[config.mk]
export PLATFORM = sky130hd
export DESIGN_NAME = dfi_modport
export DESIGN_NICKNAME = d
export VERILOG_FILES = /design/src/rtl/dfi_modport.sv
export SDC_FILE = /design/constraint.sdc
export NUM_CORES = 1
export LEC_CHECK = 0
export CAP_MARGIN = 20
export CELL_PAD_IN_SITES_DETAIL_PLACEMENT = 0
export CELL_PAD_IN_SITES_GLOBAL_PLACEMENT = 1
export CORE_UTILIZATION = 34
export DETAILED_ROUTE_END_ITERATION = 10
export HOLD_SLACK_MARGIN = 0.05
export PLACE_DENSITY = 0.73
export SYNTH_ARGS = -nofsm -noshare
export SYNTH_HDL_FRONTEND = slang
export SYNTH_HIERARCHICAL = 1
export SYNTH_SLANG_ARGS = --single-unit
[constraint.sdc]
create_clock -name clk -period 1.9 [get_ports clk]
set_input_delay 0.475 -clock clk [delete_from_list [all_inputs] [get_ports clk]]
set_output_delay 0.475 -clock clk [all_outputs]
set_load 0.1 [all_outputs]
[src/rtl/dfi_modport.sv]
// PHY-side DFI control-plane responder: update, PHY-master, low-power
// and init handshakes toward the memory controller.
module dfi_lp_resp #(
   parameter int DLY = 2
) (
   input  logic       clk,
   input  logic       rst_n,
   input  logic       req_i,
   input  logic [5:0] wakeup_i,
   input  logic       block_i,
   output logic       ack_o,
   output logic [5:0] wakeup_o
);
   localparam int CW = $clog2(DLY + 1);

   logic [CW-1:0] cnt_q, cnt_d;
   logic          ack_q, ack_d;
   logic [5:0]    wk_q, wk_d;

   always_comb begin
      cnt_d = cnt_q;
      ack_d = ack_q;
      wk_d  = wk_q;
      if (!req_i) begin
         cnt_d = '0;
         ack_d = 1'b0;
      end else if (!ack_q) begin
         if (block_i) begin
            cnt_d = '0;
         end else if (cnt_q == CW'(DLY - 1)) begin
            ack_d = 1'b1;
            wk_d  = wakeup_i;
            cnt_d = '0;
         end else begin
            cnt_d = cnt_q + 1'b1;
         end
      end
   end

   always_ff @(posedge clk or negedge rst_n) begin
      if (!rst_n) begin
         cnt_q <= '0;
         ack_q <= 1'b0;
         wk_q  <= '0;
      end else begin
         cnt_q <= cnt_d;
         ack_q <= ack_d;
         wk_q  <= wk_d;
      end
   end

   assign ack_o    = ack_q;
   assign wakeup_o = wk_q;
endmodule

module dfi_modport #(
   parameter int TLP_RESP     = 8,
   parameter int LP_ACK_DLY   = 2,
   parameter int TPHYUPD_RESP = 16,
   parameter int UPD_CYCLES   = 4,
   parameter int INIT_CYCLES  = 10
) (
   input  logic       clk,
   input  logic       rst_n,
   input  logic       ctrlupd_req,
   output logic       ctrlupd_ack,
   output logic       phyupd_req,
   output logic [1:0] phyupd_type,
   input  logic       phyupd_ack,
   output logic       phymstr_req,
   output logic [1:0] phymstr_type,
   output logic [1:0] phymstr_cs_state,
   output logic       phymstr_state_sel,
   input  logic       phymstr_ack,
   input  logic       lp_ctrl_req,
   input  logic [5:0] lp_ctrl_wakeup,
   output logic       lp_ctrl_ack,
   input  logic       lp_data_req,
   input  logic [5:0] lp_data_wakeup,
   output logic       lp_data_ack,
   input  logic       init_start,
   output logic       init_complete,
   input  logic [1:0] freq_fsp,
   input  logic [1:0] freq_ratio,
   input  logic [4:0] frequency,
   input  logic       upd_trig,
   input  logic [1:0] upd_trig_type,
   input  logic       mstr_trig,
   input  logic [1:0] mstr_trig_type,
   input  logic [1:0] mstr_trig_cs,
   input  logic       mstr_trig_sel,
   output logic [5:0] lp_ctrl_wakeup_q,
   output logic [5:0] lp_data_wakeup_q,
   output logic [1:0] cur_fsp,
   output logic [1:0] cur_ratio,
   output logic [4:0] cur_freq,
   output logic       err_phyupd_timeout
);
   typedef enum logic [1:0] {S_IDLE, S_REQ, S_HOLD} hs_e;

   // Ack latency is clamped inside the MC response window.
   localparam int LP_DLY0 = (LP_ACK_DLY < TLP_RESP) ? LP_ACK_DLY : TLP_RESP - 1;
   localparam int LP_DLY  = (LP_DLY0 < 1) ? 1 : LP_DLY0;
   localparam int UCMAX = (TPHYUPD_RESP > UPD_CYCLES) ? TPHYUPD_RESP : UPD_CYCLES;
   localparam int UCW   = $clog2(UCMAX + 1);
   localparam int MCW   = $clog2(UPD_CYCLES + 1);
   localparam int IW    = $clog2(INIT_CYCLES + 1);

   hs_e           upd_st_q, upd_st_d;
   logic [UCW-1:0] upd_cnt_q, upd_cnt_d;
   logic [1:0]    upd_type_q, upd_type_d;
   logic [1:0]    upd_ptype_q, upd_ptype_d;
   logic          upd_pend_q, upd_pend_d;
   logic          err_q, err_d;

   hs_e           mstr_st_q, mstr_st_d;
   logic [MCW-1:0] mstr_cnt_q, mstr_cnt_d;
   logic [4:0]    mstr_info_q, mstr_info_d;
   logic [4:0]    mstr_pinfo_q, mstr_pinfo_d;
   logic          mstr_pend_q, mstr_pend_d;

   logic          cu_ack_q, cu_ack_d;

   logic          init_prev_q, init_prev_d;
   logic          init_act_q, init_act_d;
   logic [IW-1:0] init_cnt_q, init_cnt_d;
   logic          init_done_q, init_done_d;
   logic [8:0]    cur_q, cur_d;

   logic       upd_busy, upd_want, upd_go;
   logic       mstr_busy, mstr_want, mstr_go;
   logic [4:0] mstr_tinfo;

   assign upd_busy   = (upd_st_q != S_IDLE);
   assign mstr_busy  = (mstr_st_q != S_IDLE);
   assign upd_want   = upd_trig | upd_pend_q;
   assign mstr_want  = mstr_trig | mstr_pend_q;
   assign mstr_tinfo = {mstr_trig_type, mstr_trig_cs, mstr_trig_sel};

   assign upd_go = !upd_busy && upd_want && !init_start &&
                   !ctrlupd_req && !mstr_busy && !phyupd_ack;
   // phyupd keeps priority: phymstr waits while any phyupd is wanted.
   assign mstr_go = !mstr_busy && mstr_want && !init_start &&
                    !ctrlupd_req && !upd_busy && !upd_want &&
                    !phyupd_ack && !phymstr_ack;

   always_comb begin
      upd_st_d    = upd_st_q;
      upd_cnt_d   = upd_cnt_q;
      upd_type_d  = upd_type_q;
      upd_ptype_d = upd_ptype_q;
      upd_pend_d  = upd_pend_q;
      err_d       = err_q;
      if (upd_trig) upd_ptype_d = upd_trig_type;
      if (upd_go) begin
         upd_pend_d = 1'b0;
         upd_type_d = upd_trig ? upd_trig_type : upd_ptype_q;
         upd_st_d   = S_REQ;
         upd_cnt_d  = '0;
      end else if (upd_trig) begin
         upd_pend_d = 1'b1;
      end
      unique case (upd_st_q)
         S_REQ: begin
            if (phyupd_ack) begin
               upd_st_d  = S_HOLD;
               upd_cnt_d = '0;
            end else begin
               if (upd_cnt_q != UCW'(TPHYUPD_RESP))
                  upd_cnt_d = upd_cnt_q + 1'b1;
               if (upd_cnt_q == UCW'(TPHYUPD_RESP - 1))
                  err_d = 1'b1;
            end
         end
         S_HOLD: begin
            if (upd_cnt_q == UCW'(UPD_CYCLES - 1))
               upd_st_d = S_IDLE;
            else
               upd_cnt_d = upd_cnt_q + 1'b1;
         end
         default: ;
      endcase
   end

   always_comb begin
      mstr_st_d    = mstr_st_q;
      mstr_cnt_d   = mstr_cnt_q;
      mstr_info_d  = mstr_info_q;
      mstr_pinfo_d = mstr_pinfo_q;
      mstr_pend_d  = mstr_pend_q;
      if (mstr_trig) mstr_pinfo_d = mstr_tinfo;
      if (mstr_go) begin
         mstr_pend_d = 1'b0;
         mstr_info_d = mstr_trig ? mstr_tinfo : mstr_pinfo_q;
         mstr_st_d   = S_REQ;
         mstr_cnt_d  = '0;
      end else if (mstr_trig) begin
         mstr_pend_d = 1'b1;
      end
      unique case (mstr_st_q)
         S_REQ: begin
            if (phymstr_ack) begin
               mstr_st_d  = S_HOLD;
               mstr_cnt_d = '0;
            end
         end
         S_HOLD: begin
            if (mstr_cnt_q == MCW'(UPD_CYCLES - 1))
               mstr_st_d = S_IDLE;
            else
               mstr_cnt_d = mstr_cnt_q + 1'b1;
         end
         default: ;
      endcase
   end

   assign cu_ack_d = ctrlupd_req & (cu_ack_q | !(upd_busy | mstr_busy));

   always_comb begin
      init_prev_d = init_start;
      init_act_d  = init_act_q;
      init_cnt_d  = init_cnt_q;
      init_done_d = init_done_q;
      cur_d       = cur_q;
      if (init_start && !init_prev_q) begin
         init_done_d = 1'b0;
         init_act_d  = 1'b1;
         init_cnt_d  = IW'(1);
         cur_d       = {freq_fsp, freq_ratio, frequency};
      end else if (init_act_q) begin
         // An early fall of init_start aborts but still completes.
         if (!init_start || init_cnt_q == IW'(INIT_CYCLES - 1)) begin
            init_done_d = 1'b1;
            init_act_d  = 1'b0;
         end else begin
            init_cnt_d = init_cnt_q + 1'b1;
         end
      end
   end

   always_ff @(posedge clk or negedge rst_n) begin
      if (!rst_n) begin
         upd_st_q     <= S_IDLE;
         upd_cnt_q    <= '0;
         upd_type_q   <= '0;
         upd_ptype_q  <= '0;
         upd_pend_q   <= 1'b0;
         err_q        <= 1'b0;
         mstr_st_q    <= S_IDLE;
         mstr_cnt_q   <= '0;
         mstr_info_q  <= '0;
         mstr_pinfo_q <= '0;
         mstr_pend_q  <= 1'b0;
         cu_ack_q     <= 1'b0;
         init_prev_q  <= 1'b0;
         init_act_q   <= 1'b0;
         init_cnt_q   <= '0;
         init_done_q  <= 1'b0;
         cur_q        <= '0;
      end else begin
         upd_st_q     <= upd_st_d;
         upd_cnt_q    <= upd_cnt_d;
         upd_type_q   <= upd_type_d;
         upd_ptype_q  <= upd_ptype_d;
         upd_pend_q   <= upd_pend_d;
         err_q        <= err_d;
         mstr_st_q    <= mstr_st_d;
         mstr_cnt_q   <= mstr_cnt_d;
         mstr_info_q  <= mstr_info_d;
         mstr_pinfo_q <= mstr_pinfo_d;
         mstr_pend_q  <= mstr_pend_d;
         cu_ack_q     <= cu_ack_d;
         init_prev_q  <= init_prev_d;
         init_act_q   <= init_act_d;
         init_cnt_q   <= init_cnt_d;
         init_done_q  <= init_done_d;
         cur_q        <= cur_d;
      end
   end

   dfi_lp_resp #(.DLY(LP_DLY)) u_lp_ctrl (
      .clk      (clk),
      .rst_n    (rst_n),
      .req_i    (lp_ctrl_req),
      .wakeup_i (lp_ctrl_wakeup),
      .block_i  (init_start),
      .ack_o    (lp_ctrl_ack),
      .wakeup_o (lp_ctrl_wakeup_q)
   );

   dfi_lp_resp #(.DLY(LP_DLY)) u_lp_data (
      .clk      (clk),
      .rst_n    (rst_n),
      .req_i    (lp_data_req),
      .wakeup_i (lp_data_wakeup),
      .block_i  (init_start),
      .ack_o    (lp_data_ack),
      .wakeup_o (lp_data_wakeup_q)
   );

   assign ctrlupd_ack = cu_ack_q & ctrlupd_req;
   assign phyupd_req  = upd_busy;
   assign phyupd_type = upd_busy ? upd_type_q : 2'b00;
   assign phymstr_req = mstr_busy;
   assign {phymstr_type, phymstr_cs_state, phymstr_state_sel} =
          mstr_busy ? mstr_info_q : 5'd0;
   assign init_complete = init_done_q;
   assign {cur_fsp, cur_ratio, cur_freq} = cur_q;
   assign err_phyupd_timeout = err_q;
endmodule

==> impl_metrics.tcl, run 1 <==
set metrics [dict create \
    tns_ns 0 \
    postSynthAreaPerCell_um2 11.39 \
    async_flop_share 1.000 \
    reg2reg_from "upd_cnt_q[0]" \
    fin_crit_ns 1.869 \
    synth_area_um2 2939 \
    dp_hpwl_um 4841 \
    hold_viol_final 0 \
    io_buffers 72 \
    grt_max_degree 31 \
    fp.dieW_um 94.98 \
    core_um2 8299 \
    wl_per_cell_um 14.07 \
    critPathArrivalTime_ns 2.09 \
    drcViolationCount 0 \
    clock-sinks 64 \
    grt_overflow 0 \
    routed_wl_um 6681 \
    end_kind "flop" \
    clockRootBuffer "clkbuf_8" \
    gp_congestion 0.7799 \
    track_usage 0.1651 \
    ys_seq_area_frac 0.5449 \
    max_slew.worst_pin.slew_ns 0.5155 \
    cts_max_path_buffers 2 \
    power.density_nw_per_um2 1325 \
    io_pins 73 \
    post-route-period-util 0.9836 \
    htreeDepth 3 \
    fin_nets 415 \
    status "complete, no violations" \
    syn_to_final_growth_pct 58.62 \
    synthCells 258 \
    fill_cells 685 \
    grt_pass1_vias 2355 \
    initial_utilization 0.3541 \
    path_cells "clkdlybuf4s50_1 > or2_1 > or3_4 > nor2_4 > mux2_1" \
    hp-class "in2async" \
    row_count 33 \
    drv_slew 0 \
    yosys_most_used_dff "dfrtp_1" \
    via_per_inst 4.779 \
    worstSetupPathType "in2reg" \
    peakVddDrop_v 0.0007720 \
    p_leak_nw 2.111 \
    drtAntennaViolNets 0 \
    critPathRequiredTime_ns 2.12 \
    synthDistinctLibCells 47 \
    fmax_mhz 535.1 \
    antenna_cells 0 \
    syn-num-nets 308 \
    crit_buf_inv 1 \
    slowest_delay_ns 0.43 \
    rsz0062_at_grt "false" \
    clk_pin_slew_worst_paths_ns 0.07 \
    cts_tree "done" \
    finalSetupViolCount 0 \
    startpoint_type "input pin" \
    cts_inserted_buffers 9 \
    hold_ws_ns 0.08807 \
    dr.pass1.iters 4 \
    crit_fanout 6 \
    drtIter0Drc 71 \
    synth_seq_cells 64 \
    antenna_found_initial 0 \
    drive_above_1_share 0.3351 \
    clock_skew_ns 0.01125 \
    synth_edf_count 0 \
    yosys_warnings 6 \
    die-area_um2 9020 \
    cp_top_family "simple AND/OR/NAND/NOR gates" \
    clk_latency_ns 0.35 \
    critPathSlowestCell "clkdlybuf4s50_1" \
    die_h_um 94.98 \
    vias 2270 \
    drv_cap 0 \
    grt_pass1_wl_um 11140 \
    maxSlewHeadroom 0.6556 \
    crit_path_start "upd_trig" \
]
-- Yosys cell counts (2+ instances only) --
master | n | area, µm²
a21o_1 | 2 | 15.01
a21oi_1 | 6 | 30.03
a31oi_1 | 2 | 12.51
and2_1 | 3 | 18.77
and3_1 | 2 | 12.51
clkbuf_1 | 4 | 15.01
dfrtp_1 | 64 | 1602
ha_1 | 12 | 150.1
inv_1 | 14 | 52.55
mux2_1 | 7 | 78.83
mux2_2 | 19 | 214.0
nand2_1 | 33 | 123.9
nand2_2 | 2 | 12.51
nand2b_1 | 4 | 25.02
nand3_1 | 8 | 40.04
nand3b_1 | 2 | 15.01
nand4_1 | 3 | 18.77
nor2_1 | 13 | 48.80
nor2b_1 | 14 | 87.58
nor3_1 | 4 | 20.02
nor3b_1 | 2 | 15.01
nor4b_2 | 2 | 30.03
o211a_1 | 2 | 20.02
o21a_1 | 3 | 22.52
o21ai_0 | 4 | 20.02
o21ai_1 | 2 | 10.01
o221ai_1 | 2 | 17.52
o22ai_1 | 2 | 12.51
xor2_1 | 3 | 26.28
-- what timing repair did --
item                                    in CTS  in global routing
gates cloned                                 0                  0
pin swaps                                    1                  3
hold buffers                                 0                  0
endpoints found under the setup margin       9                 15
resized for setup                           13                  8
buffers inserted                             7                  1
-- final timing paths --
check / end / slack [ns] / depth (start not counted)
max: mstr_info_q[3] / 0.03 / 5
min: u_lp_ctrl/cnt_q[1] / 0.09 / 1
max reg2reg: upd_cnt_q[3] / 0.08 / 5
min reg2reg: mstr_info_q[3] / 0.50 / 1
max in group asynchronous: u_lp_data/wakeup_o[2] / 1.28 / 2
min in group clk: mstr_info_q[3] / 0.50 / 1
-- metal layers --
layer / GRT usage / vias up / share of wire
met5: 0 / - / 0
met4: 0.06818 / 0 / 0.012
met3: 0.04509 / 7 / 0.037
met2: 0.2704 / 39 / 0.51
met1: 0.2047 / 1113 / 0.44
li1: - / 1111 / -
-- area by class of cell --
cell class              count  area, µm²  share of cell area
flip-flops and latches     64       1603              0.3438
well taps                 105      131.4             0.02818
clock buffers              11      141.4             0.03033
clock inverters             5      56.30             0.01208
repair buffers            100       1301              0.2791
inverters                  14      52.55             0.01127
multi-input cells         176       1376              0.2952
-- worst reg2reg max path, cell delays in order (launching register included) --
cell	delay (ns)
dfrtp_2	0.40
ha_1	0.16
or4b_4	0.50
a32o_2	0.27
and3_1	0.16
a211o_1	0.21
-- power breakdown --
part | leakage, nW | switching [mW] | internal [mW]
combinational | 1.20 | 1.92 | 1.27
clock | 0.0993 | 0.529 | 0.640
sequential | 0.808 | 0.212 | 1.61
-- through the flow --
step | total power, mW | worst slack (ns) | std cells | cell area, µm² | utilization
global placement | 4.816 | -0.3039 | 453 | 4352 | 0.5243
finish | 6.176 | 0.03121 | 475 | 4662 | 0.5617
global route | 6.467 | 0.005112 | 475 | 4662 | 0.5617
CTS | 6.259 | 0.004718 | 476 | 4656 | 0.5610
floorplan | 3.615 | -0.2227 | 258 | 2967 | -
detailed placement | 4.847 | -0.3098 | 453 | 4352 | 0.5243
-- sequential cells by signal (all words and copies together) (netlist names), 2 cells and up --
register,flops
mstr_st_q,2
u_lp_data/cnt_q,2
cur_q,9
mstr_cnt_q,3
mstr_info_q,5
upd_ptype_q,2
u_lp_ctrl/wakeup_o,6
upd_st_q,2
upd_type_q,2
init_cnt_q,4
upd_cnt_q,5
mstr_pinfo_q,5
u_lp_ctrl/cnt_q,2
u_lp_data/wakeup_o,6
-- placed cells by master (no fill, tap or decap), types with 3 or more instances in the layout --
cell type	netlist	final
nor2b_4	0	7
mux2_1	7	7
and2_1	3	3
xor2_1	3	3
buf_12	0	37
nand2b_1	4	4
o21a_1	3	3
nor3_1	4	3
o21ai_0	4	4
nand4_1	3	3
nand3_1	8	8
inv_2	0	5
buf_4	0	26
a21oi_1	6	6
nand2_1	33	33
dfrtp_1	64	63
clkbuf_8	0	10
inv_1	14	9
clkdlybuf4s50_1	0	36
ha_1	12	10
mux2_2	19	19
nor2_1	13	13
nor2b_1	14	7
-- kinds of logic (layout without fill, tap and decap cells) --
group	count (synthesis)	after routing	share of synthesized area
xor gates and xnor gates	3	3	0.008942
adders and majority gates	12	12	0.05108
DFF	64	64	0.5449
buffers and inverters	18	130	0.02299
muxes	27	27	0.1030
AOI/OAI and AO/OA	35	35	0.08600
and+or+nand+nor	99	99	0.1831
Power figures use the tool's default switching activity.
==> run 2, diff against run 1 <==
--- a/config.mk
+++ b/config.mk
@@ -5,13 +5,15 @@
 export SDC_FILE = /design/constraint.sdc
 export NUM_CORES = 1
 export LEC_CHECK = 0
+export ABC_AREA = 1
 export CAP_MARGIN = 20
 export CELL_PAD_IN_SITES_DETAIL_PLACEMENT = 0
 export CELL_PAD_IN_SITES_GLOBAL_PLACEMENT = 1
-export CORE_UTILIZATION = 34
+export CORE_UTILIZATION = 33
 export DETAILED_ROUTE_END_ITERATION = 10
 export HOLD_SLACK_MARGIN = 0.05
-export PLACE_DENSITY = 0.73
+export PLACE_DENSITY = 0.74
+export SKIP_CTS_REPAIR_TIMING = 1
 export SYNTH_ARGS = -nofsm -noshare
 export SYNTH_HDL_FRONTEND = slang
 export SYNTH_HIERARCHICAL = 1
==> impl_metrics.tcl, run 2 <==
set metrics [dict create \
    reg2reg_from "upd_cnt_q[0]" \
    startpoint_type "flop" \
    wl_per_cell_um 11.56 \
    synthCells 363 \
    antenna_found_initial 0 \
    fmax_mhz 546.3 \
    cts_max_path_buffers 2 \
    drcViolationCount 0 \
    finalSetupViolCount 0 \
    postSynthAreaPerCell_um2 8.531 \
    yosys_most_used_dff "dfrtp_1" \
    synthDistinctLibCells 29 \
    cts_inserted_buffers 9 \
    syn_to_final_growth_pct 48.57 \
    grt_pass1_vias 2503 \
    path_depth 4 \
    reg2reg_depth 8 \
    layout_commonest_cell "nand2_1" \
    synth_top_area_share 0.5172 \
    maxSlewHeadroom 0.7001 \
    cts_tree "done" \
    vias 2534 \
    async_flop_share 1.000 \
    die-area_um2 9775 \
    max_slew.worst_pin.slew_ns 0.4452 \
    grt_pass1_wl_um 11410 \
    fin_nets 500 \
    syn-num-nets 413 \
    crit_buf_inv 3 \
    core_um2 8891 \
    synth_area_leaders "dfrtp_1, nand2_1, inv_1" \
    routed_wl_um 6509 \
    clk_pin_slew_worst_paths_ns 0.08 \
    synth_area_um2 3097 \
    slowest_delay_ns 0.42 \
    drtAntennaViolNets 0 \
    hp-class "in2async" \
    rsz0062_at_grt "false" \
    reg2reg_to "upd_cnt_q[4]" \
    row_count 34 \
    regMostFlops "cur_q" \
    rrSetupSlack_ns 0.43 \
    gp_congestion 0.8372 \
    drv_cap 0 \
    critPathRequiredTime_ns 1.42 \
    clockRootBuffer "clkbuf_8" \
    p_leak_nw 2.276 \
    fill_cells 826 \
    die_h_um 98.87 \
    synth_seq_cells 64 \
    io_pins 73 \
    fin_crit_ns 1.831 \
    grt_max_degree 33 \
    hold_viol_final 0 \
    total_power_mw 6.870 \
    drtIter0Drc 85 \
    ys_seq_area_frac 0.5172 \
    crit_path_start "upd_st_q[1]" \
    via_per_inst 4.501 \
    worstSetupPathType "reg2out" \
    io_buffers 72 \
    dr.pass1.iters 5 \
    drive_above_1_share 0.2352 \
    status "complete, no violations" \
    dp_hpwl_um 4929 \
    crit_fanout 4 \
    antenna_cells 0 \
    critPathArrivalTime_ns 1.36 \
    drv_slew 0 \
    path_cells "inv_2 > ha_4 > clkinvlp_4 > buf_12" \
    synth_common_cells "nand2_1, dfrtp_1, inv_1" \
    synthMostInstantiatedCell "nand2_1" \
    end_kind "output port" \
    synth_largest_area_cell "dfrtp_1" \
    clock-sinks 64 \
    final_cell_mix "nand2_1, dfrtp_1, inv_1, clkdlybuf4s50_1, buf_12" \
    yosys_warnings 6 \
    power.density_nw_per_um2 1493 \
    endpoint "phyupd_req" \
    fp.dieW_um 98.87 \
    cp_top_family "flip-flops" \
    clk_latency_ns 0.34 \
    peakVddDrop_v 0.0008088 \
    largest_reg_flops 9 \
    tns_ns 0 \
    htreeDepth 3 \
    track_usage 0.1462 \
    initial_utilization 0.3483 \
    critPathSlowestCell "dfrtp_1" \
    grt_overflow 0 \
    synth_edf_count 0 \
    post-route-period-util 0.9635 \
    clock_skew_ns 0.01083 \
]
-- run 2: cell types whose count changed after synthesis, sizes merged, moves of 4 or more --
cell    before  now
inv         14   48
nand2b       4    0
o21ai        6   15
mux2        26    0
a21oi        6   10
nand2       35  133
nand4        3   13
nand3        8   17
nor3         4    0
nor2b       14    0
nor2        14   35
-- run 2: logic make-up after synthesis --
| family | Yosys count | synth area share |
|---|---|---|
| flops | 64 | 0.5172 |
| fa+ha+maj | 12 | 0.04848 |
| buf+inv | 54 | 0.07718 |
| simple gates | 200 | 0.2921 |
| compound gates | 31 | 0.05940 |
| xor+xnor | 2 | 0.005658 |
-- run 2: worst min-delay path by stage --
stage | endpoint | slack, ns
floorplan | cu_ack_q | 0.18
global route | cur_q[1] | 0.20
detailed placement | upd_ptype_q[1] | 0.48
finish | cur_q[1] | 0.16
CTS | cur_q[1] | 0.17
global placement | upd_ptype_q[1] | 0.46
-- run 2: final cells by class --
class / count / area, µm² / area share
tap: 108 / 135.1 / 0.02937
sequential: 64 / 1602 / 0.3481
clock buffer: 10 / 137.6 / 0.02992
timing repair buffer: 81 / 1134 / 0.2464
clock inverter: 6 / 91.34 / 0.01985
multi-input combinational: 245 / 1309 / 0.2845
inverter: 49 / 192.7 / 0.04188
-- run 2: power by group --
group / total (mW) / leakage [nW] / switching (mW) / internal, mW
clock: 1.31 / 0.117 / 0.532 / 0.781
combinational: 3.67 / 1.36 / 2.37 / 1.30
sequential: 1.89 / 0.797 / 0.230 / 1.66
-- run 2: routing by layer --
metal,part of all wire,GRT usage
met1,0.46,0.1833
met2,0.49,0.2448
met3,0.042,0.03901
met5,0,0
met4,0.0072,0.04822
-- run 2: through the flow --
step / utilization / worst slack [ns] / instances / hold WS, ns / cell area [µm²]
after floorplan: - / -0.09099 / 363 / 0.1794 / 3124
after global placement: 0.4876 / 0.1351 / 546 / 0.4647 / 4335
after detailed placement: 0.4876 / 0.1248 / 546 / 0.4780 / 4335
after CTS: 0.5134 / -0.1741 / 562 / 0.1690 / 4564
after global routing: 0.5175 / 0.01282 / 563 / 0.1974 / 4601
final: 0.5175 / 0.06940 / 563 / 0.1604 / 4601
==> run 3, diff against run 2 <==
--- a/config.mk
+++ b/config.mk
@@ -9,10 +9,11 @@
 export CAP_MARGIN = 20
 export CELL_PAD_IN_SITES_DETAIL_PLACEMENT = 0
 export CELL_PAD_IN_SITES_GLOBAL_PLACEMENT = 1
-export CORE_UTILIZATION = 33
+export CORE_UTILIZATION = 34
+export CTS_BUF_LIST = sky130_fd_sc_hd__clkbuf_8
 export DETAILED_ROUTE_END_ITERATION = 10
 export HOLD_SLACK_MARGIN = 0.05
-export PLACE_DENSITY = 0.74
+export PLACE_DENSITY = 0.76
 export SKIP_CTS_REPAIR_TIMING = 1
 export SYNTH_ARGS = -nofsm -noshare
 export SYNTH_HDL_FRONTEND = slang
==> impl_metrics.tcl, run 3 (synthesis results as in run 2) <==
set metrics [dict create \
    hold_viol_final 0 \
    wl_per_cell_um 11.59 \
    drv_slew 0 \
    drive_above_1_share 0.2203 \
    rrSetupSlack_ns 0.38 \
    critPathArrivalTime_ns 1.38 \
    power.density_nw_per_um2 1458 \
    clk_pin_slew_worst_paths_ns 0.07 \
    reg2reg_depth 9 \
    grt_max_degree 43 \
    die_h_um 97.44 \
    power.net_switching_mw 3.115 \
    path_cells "inv_1 > ha_4 > nor2_2 > buf_12" \
    final_cells 562 \
    syn_to_final_growth_pct 46.95 \
    grt_pass1_wl_um 11380 \
    clockRootBuffer "clkbuf_8" \
    clock-sinks 64 \
    fmax_mhz 540.0 \
    hp-class "in2async" \
    routed_wl_um 6513 \
    fin_crit_ns 1.852 \
    row_count 34 \
    p_leak_nw 2.263 \
    dp_worst_setup_slack_ns 0.1228 \
    antenna_cells 0 \
    rsz0062_at_grt "true" \
    cts_inserted_buffers 9 \
    cts_tree "done" \
    dr.pass1.iters 4 \
    startpoint_type "flop" \
    cts_max_path_buffers 2 \
    htreeDepth 3 \
    reg2reg_to "upd_cnt_q[0]" \
    end_kind "output port" \
    grt_pass1_vias 2545 \
    initial_utilization 0.3534 \
    final_cell_mix "nand2_1, dfrtp_1, inv_1, clkdlybuf4s50_1, buf_12" \
    clkPwrFrac 0.163 \
    regMostFlops "cur_q" \
    finalSetupViolCount 0 \
    drv_cap 0 \
    crit_fanout 6 \
    grt_overflow 0 \
    drtIter0Drc 66 \
    slowest_delay_ns 0.37 \
    vias 2535 \
    io_pins 73 \
    fin_ws_ns 0.04825 \
    layout_commonest_cell "nand2_1" \
    clock_skew_ns 0.006613 \
    fin_nets 499 \
    largest_reg_flops 9 \
    critPathSlowestCell "dfrtp_1" \
    dp_hpwl_um 4973 \
    reg2reg_from "mstr_st_q[0]" \
    worstSetupPathType "reg2out" \
    clk_latency_ns 0.34 \
    maxSlewHeadroom 0.6539 \
    fp.dieW_um 97.44 \
    post-route-period-util 0.9746 \
    drtAntennaViolNets 0 \
    peakVddDrop_v 0.0005758 \
    max_slew.worst_pin.slew_ns 0.5191 \
    switching_share 0.4696 \
    status "complete, no violations" \
    p_seq_frac 0.283 \
    gp_congestion 0.8428 \
    core_um2 8763 \
    die-area_um2 9494 \
    critPathRequiredTime_ns 1.42 \
    comb_power_share 0.554 \
    drcViolationCount 0 \
    dp.cells 546 \
    antenna_found_initial 0 \
    via_per_inst 4.511 \
    io_buffers 72 \
    track_usage 0.1492 \
    p_int_mw 3.519 \
    fill_cells 788 \
]
-- run 3: cell types whose count changed in the layout (fill, tap and decap cells not counted), sizes merged --
cell    change
bufinv      -2
buf         -1
inv         +2
clkinv      -2
clkbuf      +2
-- run 3: how the worst max path moves through the flow --
stage	to	slack, ns	cells past startpoint	start
2_1_floorplan	phymstr_cs_state[0]	-0.09	3	mstr_st_q[0]
3_3_place_gp	upd_cnt_q[4]	0.12	9	ctrlupd_req
3_5_place_dp	upd_cnt_q[0]	0.12	9	ctrlupd_req
4_1_cts	phyupd_req	-0.16	4	upd_st_q[1]
5_1_grt	phymstr_req	-0.008	4	mstr_st_q[0]
6_report	phymstr_type[0]	0.05	4	mstr_st_q[1]
-- run 3: through the flow --
stage                       util  instance area [µm²]  hold slack [ns]  power, mW  setup TNS [ns]
after CTS                 0.5158                 4521           0.1097      6.632         -0.8130
after global routing      0.5193                 4551           0.1268      6.977        -0.02136
after global placement    0.4947                 4335           0.4606      5.496               0
final                     0.5193                 4551           0.1085      6.634               0
after detailed placement  0.4947                 4335           0.4584      5.531               0
after floorplan                -                 3124           0.1794      4.200         -0.4549
-- run 3: layout make-up --
class,count,area (µm²),area share
Clock inverter,4,20.02,0.004399
Multi-Input combinational cell,245,1314,0.2887
Clock buffer,12,165.2,0.03629
Sequential cell,64,1602,0.3519
Timing Repair Buffer,80,1126,0.2475
Inverter,49,188.9,0.04152
Tap cell,108,135.1,0.02969
-- run 3: worst max-delay path: cells and delay by family, from the launching register on --
kind                     cells  cell delay (ns)
flip-flops                   1             0.37
buffers and inverters        2             0.28
adder cells (fa/ha/maj)      1             0.21
AND/OR/NAND/NOR              1             0.17
-- run 3: metal layers --
metal  vias up  GRT usage  routed length [µm]
met5         -          0                   0
met4         0    0.07240                 142
met3        13    0.03022                 239
met2        53     0.2388                3048
met1      1161     0.1925                3083
li1       1308          -                   -
-- run 3: power groups by stage --
stage	Combinational (mW)	Clock [mW]	Sequential [mW]
floorplan	1.59	0	2.61
global placement	3.60	0	1.90
detailed placement	3.62	0	1.91
CTS	3.63	1.12	1.88
global route	3.88	1.18	1.92
finish	3.68	1.08	1.88
